<file path="src/rtl/int_arbiter.sv">
// int_arbiter: edge-captured, maskable priority interrupt arbiter.
// Optional round-robin search: define INT_ARB_ROUND_ROBIN_EN.
module int_arbiter #(
  parameter int          NUM_SRC  = 4,
  parameter logic [31:0] VEC_BASE = 32'h0000_0010
) (
  input  logic               clk,
  input  logic               rst,
  input  logic [NUM_SRC-1:0] irq,
  input  logic               int_en,
  input  logic               int_ack,
  input  logic               eoi,
  input  logic               mask_we,
  input  logic [NUM_SRC-1:0] mask_din,
  output logic               on_int,
  output logic               vec_oe,
  output logic [31:0]        vec_data,
  output logic [NUM_SRC-1:0] src_ack,
  output logic [NUM_SRC-1:0] pending,
  output logic               in_service
);

  localparam int W = $clog2(NUM_SRC);

  typedef enum logic [1:0] {
    IDLE,
    PEND,
    ACK,
    INSVC
  } state_t;

  state_t             state;
  state_t             state_nx;
  logic [NUM_SRC-1:0] irq_q;
  logic [NUM_SRC-1:0] edge_q;
  logic [NUM_SRC-1:0] mask;
  logic [NUM_SRC-1:0] elig;
  logic [NUM_SRC-1:0] clr;
  logic [W-1:0]       win;
  logic [W-1:0]       win_nx;
  logic               ack_fire;

  assign elig     = pending & ~mask;
  assign ack_fire = (state == PEND) && int_en && int_ack;
  assign clr      = ack_fire
                  ? ({{(NUM_SRC-1){1'b0}}, 1'b1} << win)
                  : '0;

  assign vec_oe   = ack_fire;
  assign src_ack  = clr;
  assign vec_data = ack_fire ? VEC_BASE + 32'(win) : VEC_BASE;

`ifdef INT_ARB_ROUND_ROBIN_EN
  logic [W-1:0]         ptr;
  logic [2*NUM_SRC-1:0] rot;

  assign rot = {elig, elig} >> ptr;

  // Round-robin pick: first eligible source at or after ptr, wrapping.
  always_comb begin
    logic found;
    int   sum;
    win_nx = '0;
    found  = 1'b0;
    sum    = 0;
    for (int k = 0; k < NUM_SRC; k++) begin
      if (!found && rot[k]) begin
        found = 1'b1;
        sum   = int'(ptr) + k;
        if (sum >= NUM_SRC) sum = sum - NUM_SRC;
        win_nx = W'(sum);
      end
    end
  end

  // Pointer moves just past each acknowledged winner.
  always_ff @(posedge clk or negedge rst) begin
    if (!rst) begin
      ptr <= '0;
    end else if (ack_fire) begin
      ptr <= (int'(win) == NUM_SRC - 1) ? '0 : win + 1'b1;
    end
  end
`else
  // Fixed priority pick: lowest eligible index wins.
  always_comb begin
    win_nx = '0;
    for (int k = NUM_SRC - 1; k >= 0; k--) begin
      if (elig[k]) win_nx = W'(k);
    end
  end
`endif

  // Next-state decode of the request/ack/service handshake.
  always_comb begin
    state_nx = state;
    unique case (state)
      IDLE:    if (|elig && int_en) state_nx = PEND;
      PEND: begin
        if (!int_en)      state_nx = IDLE;
        else if (int_ack) state_nx = ACK;
      end
      ACK:     if (!int_ack) state_nx = INSVC;
      INSVC:   if (eoi) state_nx = IDLE;
      default: state_nx = IDLE;
    endcase
  end

  // Edge detect, pending set/clear (set wins) and mask load.
  always_ff @(posedge clk or negedge rst) begin
    if (!rst) begin
      irq_q   <= '0;
      edge_q  <= '0;
      pending <= '0;
      mask    <= '0;
    end else begin
      irq_q   <= irq;
      edge_q  <= irq & ~irq_q;
      pending <= (pending & ~clr) | edge_q;
      if (mask_we) mask <= mask_din;
    end
  end

  // State, frozen winner and registered request/service flags.
  always_ff @(posedge clk or negedge rst) begin
    if (!rst) begin
      state      <= IDLE;
      win        <= '0;
      on_int     <= 1'b0;
      in_service <= 1'b0;
    end else begin
      state <= state_nx;
      if (state == IDLE && state_nx == PEND) win <= win_nx;
      on_int     <= (state_nx == PEND);
      in_service <= (state_nx == ACK) || (state_nx == INSVC);
    end
  end

endmodule

</file>
<file path="config.mk">
export PLATFORM = sky130hd
export DESIGN_NAME = int_arbiter
export DESIGN_NICKNAME = d
export VERILOG_FILES = /design/src/rtl/int_arbiter.sv
export SDC_FILE = /design/constraint.sdc
export NUM_CORES = 1
export LEC_CHECK = 0
export BUFFER_PORTS_ARGS = -buffer_cell sky130_fd_sc_hd__buf_2
export CORE_ASPECT_RATIO = 0.7
export CORE_UTILIZATION = 40
export CTS_CLUSTER_SIZE = 12
export DETAILED_ROUTE_END_ITERATION = 7
export GPL_TIMING_DRIVEN = 0
export PLACE_DENSITY = 0.78
export REMOVE_ABC_BUFFERS = 1
export SLEW_MARGIN = 20
export SYNTH_ARGS = -nofsm -noshare
export SYNTH_HDL_FRONTEND = slang
export SYNTH_SLANG_ARGS = --single-unit
</file>
<file path="constraint.sdc">
create_clock -name clk -period 1.33 [get_ports clk]
set_clock_uncertainty 0.15 [all_clocks]
set_input_delay 0.1995 -clock clk [delete_from_list [all_inputs] [get_ports clk]]
set_output_delay 0.1995 -clock clk [all_outputs]
set_load 0.01 [all_outputs]
</file>
==> reports/results.ini <==
[floorplan]
die_area_um2=3060
dieHeight_um=46.6
initial_core_util_pct=44.1
ios=57
rows=15
die_w_um=65.7
core_um2=2570

[timing]
whs_ns=-0.00117
rsz0062_at_grt=true
slew_viol_final=0
post-route-min-period_ns=1.74
max_freq_ghz=0.573
finalSetupViolCount=16
hold_viol=1
fin_ws_ns=-0.414
period_share_pct=131

[clocking]
root_buffer=clkbuf_8
numCtsBuffers=3
clk_pin_slew_ns=0.08
htree_levels=1
cts_tree=yes
clock-sinks=22
insertion_delay_ns=0.26
cts_buffer_depth=2

[setup_path]
crit_path_top_delay_cell=dfrtp_2
worstSetupPathType=reg -> out
startpoint_type=register
crit_path_end_kind=output port
cp.required_ns=0.98
cp_cell_sequence=and4b_4 > nor3b_4 > buf_2
cpPeakStageDelay_ns=0.40
worst_ep_arrival_time_ns=1.39
cp_max_fo=5
rrSetupSlack_ns=-0.25

[synth]
ys_ff_latch=22
synth_cell_types=26
synth_area_um2=1130
synthCells=103
ys_warn_count=0
ys_seq_area_share_pct=48.5
synth.avg_cell_area_um2=11.0

[drt]
finalWirelength_um=1980
drt_iter0_markers=13
wl_per_cell_um=10.9
num_vias=795
drtAntennaViolNets=0
routed_via_density=4.37
drt_pass1_iterations=4
drc=0

[global_route]
grt_max_degree=23
antenna_found_initial=0
grt.total_usage_pct=13.5
grt.overflow.total=0
grt_pass1_vias=687
grt_pass1_wl_um=2870

[outcome]
status=complete, but fails checks
violations=negative hold slack, negative setup slack

[placed_design]
dp_slack_ns=-0.235
dp.cells=161
place.port_buffers=26
place_congestion=0.718
place_area_um2=1190
dp.final_hpwl_um=1460

[final_layout]
post-route-util_pct=56.8
final_area_um2=1460
fin_nets=163
area_growth_pct=28.7
n_fill_cell=241
multi_input_area_um2=477
drive_above_1_share_pct=39.2
diodes=0
register_area_um2=553
final_cells=182

[worst_hold_path]
holdCritPathClass=in -> reg

[power]
ir_drop_mv=0.963
cellPowerDensity_nw_per_um2=1530
p_leak_nw=0.743
p_total_mw=2.24

[job]
drv_cap=0

[path summary, 6_finish.rpt]
| check | startpoint | to | cells after the start |
|---|---|---|---|
| worst max-delay path | state[1] | src_ack[0] | 3 |
| worst min-delay path | mask_din[1] | mask[1] | 2 |
| worst max register to register | state[1] | win[0] | 5 |
| worst min register to register | irq_q[1] | edge_q[1] | 1 |
| max in group asynchronous | rst | state[0] | 2 |
| min in group asynchronous | rst | irq_q[1] | 2 |
[synthesized netlist by cell type, drive strengths merged]
master  number  share of area (%)
a21oi        2               0.88
a31oi        4                2.2
and3         1               0.99
and4b        1                1.2
buf         30                 20
conb         2               0.66
dfrtp       22                 49
inv          5                1.7
mux2         4                4.0
nand2        4                1.8
nand2b       3                1.7
nand3        1               0.44
nor2         3               0.99
nor2b        9                5.6
nor3b        3                3.4
o21a         1               0.66
o21ai        4                1.8
o21bai       2                1.7
o31ai        1               0.66
o41ai        1                1.4
[per-stage QoR]
stage | hold WS, ns | TNS [ns]
after floorplan | -0.246 | -0.541
after global placement | 0.0285 | -1.33
after detailed placement | 0.0320 | -1.75
after CTS | 0.00183 | -3.01
after global routing | 0.00174 | -4.56
final | -0.00117 | -3.68
[registers in the layout (all words and copies together), names as in the netlist]
register	cells
edge_q	4
irq_q	4
mask	4
pending	4
state	2
win	2
in_service	1
on_int	1
[cells by family after synthesis]
group	count (synthesis)	synth area share, %
buffers and inverters	35	21.5
and+or+nand+nor	25	16.1
DFF	22	48.5
AOI/OAI and AO/OA	15	9.26
muxes	4	3.97
other	2	0.662
[routing by layer]
metal,track usage [%],share of wire (%),vias to the layer above
met5,0,0,-
met3,6.19,10,4
met2,24.5,50,50
li1,-,-,367
met4,5.22,1.1,0
met1,13.8,39,374
[layout by cell type (no fill, tap or decap), types with 3 or more instances in the layout]
cell and count:
buf_6 6, a31oi_1 4, conb_1 30, dfrtp_1 20, nand2b_1 3, clkbuf_8 3, mux2_1 4, buf_2 24
nor2b_1 7, buf_4 8, dlygate4sd3_1 5, inv_1 4
[report_power, final]
group          internal, mW  leakage [nW]  switching (mW)
sequential            0.801         0.252           0.147
combinational         0.339         0.455           0.337
clock                 0.402        0.0357           0.209
[critical path, delay by kind of cell, from the launching register on]
kind	cells	cell delay, ns
flip-flops	1	0.40
AND/OR/NAND/NOR	2	0.57
buffers and inverters	1	0.16
[final cells by class]
type,count,share of cell area [%]
inverter,5,1.29
tap,34,2.91
timing repair buffer,43,20.4
clock inverter,1,2.06
multi-input combinational,74,32.6
clock buffer,3,2.83
sequential,22,37.9
[what timing repair did]
item	CTS	global route
hold buffers	5	0
resized for setup	12	4
setup buffers	9	4
endpoints found under the hold margin	26	0
setup endpoints to repair	14	15
pin swaps	4	5
(Power assumes the default switching activity.)
